==> config.mk <==
export PLATFORM = sky130hd
export DESIGN_NAME = prog_loader
export DESIGN_NICKNAME = d
export VERILOG_FILES = /design/src/rtl/prog_loader.sv
export SDC_FILE = /design/constraint.sdc
export NUM_CORES = 1
export LEC_CHECK = 0
export ABC_AREA = 1
export CORE_UTILIZATION = 40
export CTS_BUF_LIST = sky130_fd_sc_hd__clkbuf_2 sky130_fd_sc_hd__clkbuf_4 sky130_fd_sc_hd__clkbuf_8
export DETAILED_ROUTE_END_ITERATION = 7
export PLACE_DENSITY = 0.67
export SETUP_SLACK_MARGIN = 0.4
export SLEW_MARGIN = 20
export SYNTH_ARGS = -nofsm -noshare
export SYNTH_HDL_FRONTEND = slang
export SYNTH_SLANG_ARGS = --single-unit
==> constraint.sdc <==
create_clock -name CLK -period 6.4 [get_ports CLK]
set_input_delay 0.96 -clock CLK [delete_from_list [all_inputs] [get_ports CLK]]
set_output_delay 0.96 -clock CLK [all_outputs]
set_load 0.02 [all_outputs]
==> src/rtl/prog_loader.sv <==
// rtl/prog_loader.sv - framed byte-stream boot loader that fills instruction memory and gates core reset.
// Frame: LEN_LO, LEN_HI, 4*N little-endian payload bytes, then the XOR of all payload bytes.
module prog_loader #(
    parameter int ADDR_W = 8
) (
    input  logic              CLK,
    input  logic              RST,
    input  logic              start,
    input  logic              in_valid,
    input  logic [7:0]        in_data,
    output logic              in_ready,
    output logic              mem_we,
    output logic [ADDR_W-1:0] mem_addr,
    output logic [31:0]       mem_wdata,
    output logic              core_rst,
    output logic              busy,
    output logic              done,
    output logic              error,
    output logic [ADDR_W:0]   words_loaded
);

    typedef enum logic [2:0] {
        S_IDLE,
        S_LEN_LO,
        S_LEN_HI,
        S_DATA,
        S_CSUM,
        S_DONE,
        S_ERR
    } state_t;

    // Largest accepted word count is the full memory capacity.
    localparam logic [16:0] CAP = 17'd1 << ADDR_W;

    state_t              state_q, state_d;
    logic [15:0]         len_q, len_d;
    logic [ADDR_W:0]     idx_q, idx_d;
    logic [1:0]          bcnt_q, bcnt_d;
    logic [7:0]          xor_q, xor_d;
    logic [23:0]         asm_q, asm_d;
    logic                we_q, we_d;
    logic [ADDR_W-1:0]   addr_q, addr_d;
    logic [31:0]         wdata_q, wdata_d;

    logic                accept;
    logic [15:0]         len_full;
    logic [16:0]         idx_next_ext;

    assign in_ready     = (state_q == S_LEN_LO) || (state_q == S_LEN_HI) ||
                          (state_q == S_DATA)   || (state_q == S_CSUM);
    assign busy         = in_ready;
    assign done         = (state_q == S_DONE);
    assign error        = (state_q == S_ERR);
    assign core_rst     = (state_q != S_DONE);
    assign mem_we       = we_q;
    assign mem_addr     = addr_q;
    assign mem_wdata    = wdata_q;
    assign words_loaded = idx_q;

    assign accept       = in_valid && in_ready;
    assign len_full     = {in_data, len_q[7:0]};
    assign idx_next_ext = 17'(idx_q) + 17'd1;

    always_ff @(posedge CLK or posedge RST) begin
        if (RST) begin
            state_q <= S_IDLE;
            len_q   <= '0;
            idx_q   <= '0;
            bcnt_q  <= '0;
            xor_q   <= '0;
            asm_q   <= '0;
            we_q    <= 1'b0;
            addr_q  <= '0;
            wdata_q <= '0;
        end else begin
            state_q <= state_d;
            len_q   <= len_d;
            idx_q   <= idx_d;
            bcnt_q  <= bcnt_d;
            xor_q   <= xor_d;
            asm_q   <= asm_d;
            we_q    <= we_d;
            addr_q  <= addr_d;
            wdata_q <= wdata_d;
        end
    end

    always_comb begin
        state_d = state_q;
        len_d   = len_q;
        idx_d   = idx_q;
        bcnt_d  = bcnt_q;
        xor_d   = xor_q;
        asm_d   = asm_q;
        we_d    = 1'b0;
        addr_d  = addr_q;
        wdata_d = wdata_q;

        case (state_q)
            S_IDLE, S_DONE, S_ERR: begin
                if (start) begin
                    state_d = S_LEN_LO;
                    len_d   = '0;
                    idx_d   = '0;
                    bcnt_d  = '0;
                    xor_d   = '0;
                end
            end

            S_LEN_LO: begin
                if (accept) begin
                    len_d[7:0] = in_data;
                    state_d    = S_LEN_HI;
                end
            end

            S_LEN_HI: begin
                if (accept) begin
                    len_d[15:8] = in_data;
                    if ({1'b0, len_full} > CAP) begin
                        state_d = S_ERR;
                    end else if (len_full == 16'd0) begin
                        state_d = S_CSUM;
                    end else begin
                        state_d = S_DATA;
                    end
                end
            end

            S_DATA: begin
                if (accept) begin
                    xor_d  = xor_q ^ in_data;
                    bcnt_d = bcnt_q + 2'd1;
                    case (bcnt_q)
                        2'd0: asm_d[7:0]   = in_data;
                        2'd1: asm_d[15:8]  = in_data;
                        2'd2: asm_d[23:16] = in_data;
                        default: begin
                            // Fourth byte completes the word; the write goes out registered next cycle.
                            we_d    = 1'b1;
                            addr_d  = idx_q[ADDR_W-1:0];
                            wdata_d = {in_data, asm_q};
                            idx_d   = idx_q + {{ADDR_W{1'b0}}, 1'b1};
                            if (idx_next_ext == {1'b0, len_q}) begin
                                state_d = S_CSUM;
                            end
                        end
                    endcase
                end
            end

            S_CSUM: begin
                if (accept) begin
                    state_d = (in_data == xor_q) ? S_DONE : S_ERR;
                end
            end

            default: state_d = S_IDLE;
        endcase
    end

endmodule

==> impl_results.md, run 1 <==
- Status: finished clean
- ANT nets after route: 0
- RR Endpoint: words_loaded[0]$_DFFE_PP0P_
- Mapped Cells: 542
- Crit end category: output port
- Final setup violating endpoints: 0
- Largest cells by area after synthesis: dfrtp_1 (55%), nand2_1 (15%), o21ai_0 (4.5%)
- Max_slew headroom: 0.403
- Worst path max stage delay: 0.55 ns
- First-pass GRT wire length: 16.9 mm
- Commonest non-fill, non-tap cells in the layout: nand2_1 (185), dfrtp_1 (103), clkdlybuf4s50_1 (66)
- DR iter-0 viols: 236
- Worst Skew: 0.00954 ns
- Initial core utilization: 0.410
- Yosys reg bits: 103
- CP Class: flop to output port
- Synth unique cells: 33
- Critical-path maximum fanout: 9
- Post-CTS setup buffers: 0
- Gp weighted congestion: 0.854
- Post-Syn Area: 4680 um2
- Area Overhead vs Synth: 21.0%
- Vias in the first global route: 3,532
- Drt pass-1 iters: 5
- Sequential-to-total area share from yosys stat: 0.551
- Reg-to-reg startpoint: state_q[2]$_DFFE_PP0P_
- Share of cells above drive strength 1: 0.0721
- Residual DRC: 0
- Root Driver: clkbuf_8
- Leading area contributor after synthesis: dfrtp_1
- # placed instances: 737
- GR Util met1: 0.252
- GRT overflow: 0
- Insertion delay to the later sink of the worst-skew pair: 0.37 ns
- Die area: 12,100 um2
- Slowest cell on crit path: clkdlybuf4s50_1
- Vias: 3,753
- Cts hold-fix bufs: 0
- Critical path cell sequence: inv_2 > nand3_1 > clkinv_1 > nor2_1 > nand2_1 > clkdlybuf4s50_1
- I/O pins: 67
- TritonCTS Buffers: 9
- Final nets: 622
- WHS: 0.479 ns
- Total negative slack: 0 ns
- Met2 usage in global routing: 0.293
- Cts repair resizes: 0
- CTS H-Tree Depth: 3
- Largest delay share family, worst path: buffers and inverters
- CP Buf/Inv Count: 3
- Most common cell after layout, fill and taps aside: nand2_1
- Largest net degree at the start of global routing: 74
- Core ar.: 11,400 um2
- Aggregate global-route resource usage: 0.183
- Syn_nets: 559
- GR Util met3: 0.0394
- R2R setup slack: 3.75 ns
- Async SR Flop Fraction: 1.00
- Worst Setup Start Kind: flop
- Final Max Tran Viols: 0
- Fmax: 296 MHz
- Busiest grt layer: met2
- Mean Syn Cell Area: 8.63 um2
- Num rows: 39
- Peak supply drop: 239 uV
- P per Cell Area: 330 nW/um2
- Die Wd: 110 um
- Antenna violations before repair: 0
- Cell leakage power: 2.71 nW
- Antenna diodes: 0
- Drt via density: 4.98
- Least-Margin Pin Slew: 0.895 ns
- Die Span Y: 110 um
- Worst Hold End: mem_wdata[23]$_DFFE_PP0P_
- Buffers on Ports: 66
- Min-Delay Path Depth: 2
- Worst endpoint required time: 5.44 ns
- RSZ-0062 raised after global routing: false
- Clk sinks: 103
- Hold Fails Final Rpt: 0
- Final wirelength: 10.3 mm
- Number of synthesized flops with an enable pin: 0
- Max_cap viols: 0
- Area fraction of the dominant cell type after synthesis: 0.551
- Non-filler cells, final: 753
- Drt wl/cell: 13.6 um
- Clock slew at the register clock pins of the worst setup and hold paths: 0.11 ns
- Clk buf depth: 2
- Period utilization: 0.529
- R2R depth: 8
- Hold_sp: mem_wdata[23]$_DFFE_PP0P_
- Worst min-delay path class: flop to flop
- Min Tclk post-route: 3.38 ns
- Yosys warns: 0
- Arrival time at the worst endpoint: 2.42 ns
- CTS tree: built
- Top FF cell, synth: dfrtp_1
- Final HPWL DP: 7.27 mm
layout make-up:
class | instances | area, um2
Tap cell | 143 | 179
Inverter | 58 | 220
Fill cell | 1088 | 5760
Multi-Input combinational cell | 366 | 1790
Clock buffer | 9 | 124
Clock inverter | 7 | 100
Timing Repair Buffer | 67 | 668
Sequential cell | 103 | 2580
how the worst max path moves through the flow:
stage                           start                           to  slack, ns  depth (start not counted)
4_1_cts        state_q[0]$_DFFE_PP0P_                         busy       2.98                          6
3_5_place_dp                 in_valid  words_loaded[0]$_DFFE_PP0P_       2.66                          8
3_3_place_gp                 in_valid  words_loaded[0]$_DFFE_PP0P_       2.78                          8
2_1_floorplan                     RST         asm_q[0]$_DFFE_PP0P_       2.74                          1
6_report       state_q[0]$_DFFE_PP0P_                         busy       3.02                          6
5_1_grt                      in_valid  words_loaded[0]$_DFFE_PP0P_       2.75                          8
sequential cells by signal (all words and copies together), names as in the netlist:
register      cells
asm_q            24
bcnt_q            2
mem_we            1
words_loaded      9
state_q           3
mem_addr          8
len_q            16
xor_q             8
mem_wdata        32
Yosys cell counts (2+ instances only):
master    count
o21ai_1      19
buf_6         3
o21ai_0      42
nand2_1     185
o22ai_1      12
a22o_1        2
inv_1        51
nand3_1      40
inv_2         6
a21oi_2       2
clkbuf_1      4
nor3b_1       2
nand4_1       8
xor2_1        2
nand3_2       3
ha_1          5
nor2_4        4
xnor2_1       6
buf_2         7
dfrtp_1     103
nand2_2       5
nor2_1       18
a21oi_1       3
worst reg2reg max path, cell delays in order (launching register included):
cell and delay (ns):
dfrtp_1 0.45, inv_2 0.13, nand3_4 0.11, nor2_4 0.20, inv_2 0.12, nor2_4 0.58, inv_2 0.58, nor2_1 0.28
o21bai_1 0.14
stage by stage:
step | power (mW) | area [um2] | util | worst slack [ns]
after global placement | 1.43 | 5440 | 0.476 | 2.78
after global routing | 2.00 | 5660 | 0.496 | 2.75
final | 1.87 | 5660 | 0.496 | 3.02
after floorplan | 1.30 | 4680 | - | 2.74
after detailed placement | 1.45 | 5440 | 0.476 | 2.66
after CTS | 1.89 | 5660 | 0.496 | 2.98
cell families (layout without fill, tap and decap cells):
kind of cell	after synthesis	in the layout	synth area share
xor gates and xnor gates	8	8	0.0150
buffers and inverters	73	141	0.0660
DFF	103	103	0.551
and+or+nand+nor	268	268	0.249
AOI/OAI and AO/OA	85	85	0.106
adders and majority gates	5	5	0.0134
layer usage:
| layer | share of wire | wire, um |
|---|---|---|
| met1 | 0.47 | 4830 |
| met2 | 0.47 | 4850 |
| met3 | 0.047 | 486 |
| met4 | 0.0084 | 86 |
| met5 | 0 | 0 |
where the power goes:
part	total (mW)	switching (mW)	internal, mW
Clock	0.440	0.246	0.194
Combinational	0.588	0.375	0.213
Sequential	0.842	0.0776	0.765
(Power assumes the default switching activity.)
==> inputs of run 2 (changes only) <==
clock period = 3.4 ns   (was 6.4 ns; I/O delays follow)
==> impl_results.md, run 2 (same netlist as run 1, synthesis figures left out) <==
- Vias: 3,757 (+0.11%)
- Fillers: 1,122 (+3.1%)
- P per Cell Area: 620 nW/um2 (+88%)
- Antenna violations before repair: 0 (unchanged)
- Fmax: 359 MHz
- CTS tree: built
- DR iter-0 viols: 275 (+17%)
- Sequential cell area: 2580 um2 (unchanged)
- I/O pins: 67 (unchanged)
- Cts hold-fix bufs: 0 (unchanged)
- Combinational power share: 0.321 (+0.007)
- Sw Ratio: 0.391 (+0.0178)
- Aggregate global-route resource usage: 0.188 (+0.00500)
- Drt wl/cell: 14.0 um (+3.0%)
- Min Tclk post-route: 2.79 ns
- Drt pass-1 iters: 4 (-1)
- Crit end category: output port
- Flop pwr share: 0.450 (about the same)
- RSZ-0062 raised after global routing: false
- Final HPWL DP: 7.26 mm (-0.12%)
- Worst min-delay path class: flop to flop
- Core ar.: 11,400 um2 (unchanged)
- WHS: 0.480 ns (+0.00129 ns)
- Largest net degree at the start of global routing: 104 (+41%)
- Buffers on Ports: 66 (unchanged)
- Initial core utilization: 0.410 (unchanged)
- Critical path cell sequence: inv_2 > nand3_2 > clkinvlp_4 > nor2_1 > nand2_1 > clkdlybuf4s50_1
- Clk network pwr share: 0.229 (-0.006)
- First-pass GRT wire length: 17.4 mm (+2.9%)
- Final setup violating endpoints: 0 (unchanged)
- Worst endpoint required time: 2.89 ns (-2.55 ns)
- R2R setup slack: 1.22 ns (-2.53 ns)
- Area Overhead vs Synth: 21.3%
- Worst Skew: 0.0111 ns (+0.00161 ns)
- Clk buf depth: 2 (unchanged)
- Clock slew at the register clock pins of the worst setup and hold paths: 0.12 ns (about the same)
- Final Max Tran Viols: 0 (unchanged)
- Critical-path maximum fanout: 9 (unchanged)
- Arrival time at the worst endpoint: 2.28 ns (-0.14 ns)
- Pint: 2.14 mW (+83%)
- Insertion delay to the later sink of the worst-skew pair: 0.38 ns (about the same)
- Final wirelength: 10.6 mm (+3.1%)
- Max_slew headroom: 0.383 (-0.0191)
- Worst Setup Start Kind: flop
- Max reg flops: 32 (unchanged)
- Status: finished clean
- Max_cap viols: 0 (unchanged)
- TritonCTS Buffers: 9 (unchanged)
- Clk sinks: 103 (unchanged)
- ANT nets after route: 0 (unchanged)
- Die area: 12,100 um2 (unchanged)
- Die Span Y: 110 um (unchanged)
- Multi-input gate area in the final layout: 1800 um2 (+0.28%)
- Switching pwr: 1.38 mW (+97%)
- Gp weighted congestion: 0.807 (-5.5%)
- Most common cell after layout, fill and taps aside: nand2_1
- Drt via density: 4.98 (about the same)
- Peak supply drop: 503 uV (+110%)
- Antenna diodes: 0 (unchanged)
- Cell leakage power: 2.71 nW (about the same)
- Share of cells above drive strength 1: 0.0769 (+0.00479)
- Total negative slack: 0 ns (unchanged)
- Least-Margin Pin Slew: 0.923 ns (+0.0286 ns)
- Worst path max stage delay: 0.55 ns (about the same)
- Slowest cell on crit path: clkdlybuf4s50_1
- Commonest non-fill, non-tap cells in the layout: nand2_1 (185), dfrtp_1 (103), clkdlybuf4s50_1 (66)
- Residual DRC: 0 (unchanged)
- Period utilization: 0.820
- CP Class: flop to output port
- CTS H-Tree Depth: 3 (unchanged)
- GRT overflow: 0 (unchanged)
- Final nets: 623 (+0.16%)
- Vias in the first global route: 3,592 (+1.7%)
- Root Driver: clkbuf_8
- Hold Fails Final Rpt: 0 (unchanged)
- Num rows: 39 (unchanged)
- Die Wd: 110 um (unchanged)
run 2: cell count changes in the layout (fill, tap and decap cells not counted), sizes merged:
cell      delta
buf          +1
clkinvlp     +2
inv          -1
bufinv       -1
run 2: critical path, delay by kind of cell, from the launching register on:
kind          cells  cell delay (ns)
buf+inv           3             0.86
flops             1             0.53
simple gates      3             0.48
run 2: repair_timing:
item	in CTS	in global routing
setup buffers	0	0
hold endpoints to repair	0	0
gates resized for setup	0	2
setup endpoints to repair	0	2
run 2: path summary, 6_finish.rpt:
path                                                to                       from  cells past startpoint
min in group asynchronous    mem_wdata[22]$_DFFE_PP0P_                        RST                      3
min reg2reg                  mem_wdata[23]$_DFFE_PP0P_  mem_wdata[23]$_DFFE_PP0P_                      2
max in group asynchronous        len_q[14]$_DFFE_PP0P_                        RST                      3
min                          mem_wdata[23]$_DFFE_PP0P_  mem_wdata[23]$_DFFE_PP0P_                      2
max                                           in_ready     state_q[0]$_DFFE_PP0P_                      6
max reg2reg                words_loaded[6]$_DFFE_PP0P_     state_q[1]$_DFFE_PP0P_                      8
run 2: area by class of cell:
| cell class | count | area share |
|---|---|---|
| clock inverter | 7 | 0.0152 |
| inverter | 58 | 0.0397 |
| timing repair buffer | 68 | 0.121 |
| sequential | 103 | 0.454 |
| tap | 143 | 0.0315 |
| clock buffer | 9 | 0.0218 |
| multi-input combinational | 366 | 0.317 |
run 2: power groups by stage:
stage / sequential, mW / combinational [mW] / clock [mW]
2_1_floorplan: 1.59 / 0.853 / 0
3_3_place_gp: 1.60 / 1.10 / 0
3_5_place_dp: 1.61 / 1.12 / 0
4_1_cts: 1.58 / 1.13 / 0.820
5_1_grt: 1.61 / 1.27 / 0.867
6_report: 1.59 / 1.13 / 0.807
run 2: metrics by stage:
stage          setup WS [ns]  utilization  power [mW]  instance area (um2)  cells
4_1_cts                0.408        0.496        3.53                 5670    754
2_1_floorplan           1.36            -        2.44                 4680    542
3_5_place_dp           0.727        0.478        2.73                 5460    738
3_3_place_gp           0.790        0.478        2.69                 5460    738
6_report               0.613        0.497        3.52                 5680    754
5_1_grt                0.460        0.497        3.75                 5680    754
run 2: per-layer routing:
layer	part of all wire	wire length [um]	track usage	vias up
met5	0	0	0	-
met4	0.014	145	0.0611	0
met3	0.041	430	0.0212	12
met2	0.46	4890	0.306	84
met1	0.48	5110	0.263	1787
li1	-	-	-	1874
==> inputs of run 3 (changes only) <==
PLACE_DENSITY = 0.69   (was 0.67)
clock period = 2.4 ns   (was 3.4 ns; I/O delays follow)
==> impl_results.md, run 3 (same netlist as run 1, synthesis figures left out) <==
- Clock slew at the register clock pins of the worst setup and hold paths: 0.12 ns (about the same)
- Largest delay share family, worst path: flip-flops
- Most common cell after layout, fill and taps aside: nand2_1
- Root Driver: clkbuf_8
- Die area: 12,100 um2 (unchanged)
- Hold Fails Final Rpt: 0 (unchanged)
- Share of cells above drive strength 1: 0.116 (+0.0389)
- Clk buf depth: 2 (unchanged)
- Min Tclk post-route: 1.90 ns
- Final nets: 642 (+3.0%)
- Area Overhead vs Synth: 24.4%
- # placed instances: 752 (+1.9%)
- Placed instance area: 5580 um2 (+2.2%)
- Aggregate global-route resource usage: 0.194 (+0.00557)
- Least-Margin Pin Slew: 0.548 ns (-0.376 ns)
- Non-filler cells, final: 773 (+2.5%)
- Worst Setup Start Kind: flop
- Final wirelength: 10.9 mm (+2.8%)
- Gp weighted congestion: 0.886 (+9.9%)
- CTS tree: built
- Fmax: 528 MHz
- Max_slew headroom: 0.634 (+0.250)
- Vias in the first global route: 3,841 (+6.9%)
- Die Wd: 110 um (unchanged)
- RSZ-0062 raised after global routing: false
- Final instance area: 5820 um2 (+2.5%)
- Slowest cell on crit path: dfrtp_2
- Crit end category: output port
- Arrival time at the worst endpoint: 1.54 ns (-0.74 ns)
- Buffers on Ports: 66 (unchanged)
- CP Class: flop to output port
- Period utilization: 0.790
- Critical-path maximum fanout: 5 (-4)
- Max_cap viols: 0 (unchanged)
- CTS H-Tree Depth: 3 (unchanged)
- Vias: 3,831 (+2.0%)
- Total negative slack: 0 ns (unchanged)
- Num rows: 39 (unchanged)
- Cts hold-fix bufs: 0 (unchanged)
- Cell leakage power: 2.81 nW (+3.8%)
- DP Worst Slack: 0.176 ns (-0.551 ns)
- TritonCTS Buffers: 9 (unchanged)
- Clk sinks: 103 (unchanged)
- Final setup margin: 0.504 ns (-0.109 ns)
- Die Span Y: 110 um (unchanged)
- Final setup violating endpoints: 0 (unchanged)
- Worst endpoint required time: 2.04 ns (-0.85 ns)
- First-pass GRT wire length: 18.0 mm (+3.3%)
- Status: finished clean
- Drt via density: 4.96 (-0.54%)
- GRT overflow: 0 (unchanged)
- P per Cell Area: 865 nW/um2 (+39%)
- DR iter-0 viols: 233 (-15%)
- Worst path max stage delay: 0.47 ns (-0.08 ns)
- Core ar.: 11,400 um2 (unchanged)
- Peak supply drop: 831 uV (+65%)
- Drt pass-1 iters: 4 (unchanged)
- Antenna violations before repair: 0 (unchanged)
- CP Buf/Inv Count: 2 (-1)
- Critical path cell sequence: inv_2 > nand3_1 > nand2_2 > nor2_1 > nand2_1 > clkbuf_2
- Final HPWL DP: 7.95 mm (+9.5%)
- Antenna diodes: 0 (unchanged)
- I/O pins: 67 (unchanged)
- ANT nets after route: 0 (unchanged)
- Initial core utilization: 0.410 (unchanged)
- Worst min-delay path class: primary input to asynchronous set/reset pin
- Residual DRC: 0 (unchanged)
- Final Max Tran Viols: 0 (unchanged)
- Insertion delay to the later sink of the worst-skew pair: 0.38 ns (about the same)
- Drt wl/cell: 14.1 um (+0.26%)
- Largest net degree at the start of global routing: 33 (-68%)
- Worst Skew: 0.0163 ns (+0.00519 ns)
- Commonest non-fill, non-tap cells in the layout: nand2_1 (184), dfrtp_1 (99), clkdlybuf4s50_1 (61)
- Max reg flops: 32 (unchanged)
[run 3: cell types whose count changed in the layout (fill, tap and decap cells not counted), sizes merged]
cell / previous run / this run
clkinv: 4 / 3
dlymetal6s2s: 0 / 1
buf: 2 / 22
clkinvlp: 2 / 1
inv: 59 / 61
clkdlybuf4s50: 66 / 61
dlygate4sd2: 0 / 2
clkbuf: 9 / 10
[run 3: path summary, 6_finish.rpt]
path | start | end | slack (ns) | depth (start not counted)
min reg2reg | mem_wdata[23]$_DFFE_PP0P_ | mem_wdata[23]$_DFFE_PP0P_ | 0.48 | 2
min in group CLK | mem_wdata[23]$_DFFE_PP0P_ | mem_wdata[23]$_DFFE_PP0P_ | 0.48 | 2
max reg2reg | words_loaded[1]$_DFFE_PP0P_ | state_q[0]$_DFFE_PP0P_ | 0.60 | 14
max | state_q[1]$_DFFE_PP0P_ | in_ready | 0.50 | 6
min | RST | mem_wdata[18]$_DFFE_PP0P_ | 0.37 | 2
max in group asynchronous | RST | len_q[4]$_DFFE_PP0P_ | 1.30 | 3
[run 3: repair_timing]
action / CTS / global route
setup endpoints to repair: 5 / 6
cloned: 0 / 0
pin swaps: 0 / 1
gates resized for setup: 13 / 4
buffers inserted: 1 / 4
[run 3: layout make-up]
cell class                      instances  area (um2)
Fill cell                            1093        5600
Multi-Input combinational cell        366        1800
Timing Repair Buffer                   87         833
Clock buffer                            9         124
Sequential cell                       103        2580
Inverter                               58         221
Tap cell                              143         179
Clock inverter                          7        81.3
[run 3: metal layers]
layer,global-route usage,vias up,wire [um]
li1,-,1899,-
met1,0.266,1821,5020
met2,0.308,99,5050
met3,0.0253,12,617
met4,0.0846,0,182
met5,0,-,0
[run 3: worst reg2reg max path, delay by kind of cell (launching register included)]
| kind | cells | cell delay, ns |
|---|---|---|
| adder cells (fa/ha/maj) | 1 | 0.20 |
| AND/OR/NAND/NOR | 12 | 1.08 |
| flip-flops | 1 | 0.39 |
| buffers and inverters | 1 | 0.04 |
[run 3: power breakdown]
group	leakage [nW]	total [mW]	switching [mW]	internal (mW)
registers	1.38	2.25	0.207	2.04
logic	1.33	1.67	1.05	0.619
clock network	0.104	1.12	0.691	0.424
[run 3: stage by stage]
stage / total power [mW] / util / hold WS (ns)
finish: 5.03 / 0.510 / 0.370
CTS: 5.03 / 0.507 / 0.387
global route: 5.36 / 0.510 / 0.417
global placement: 3.87 / 0.488 / 0.456
detailed placement: 3.93 / 0.488 / 0.458
floorplan: 3.46 / - / 0.449
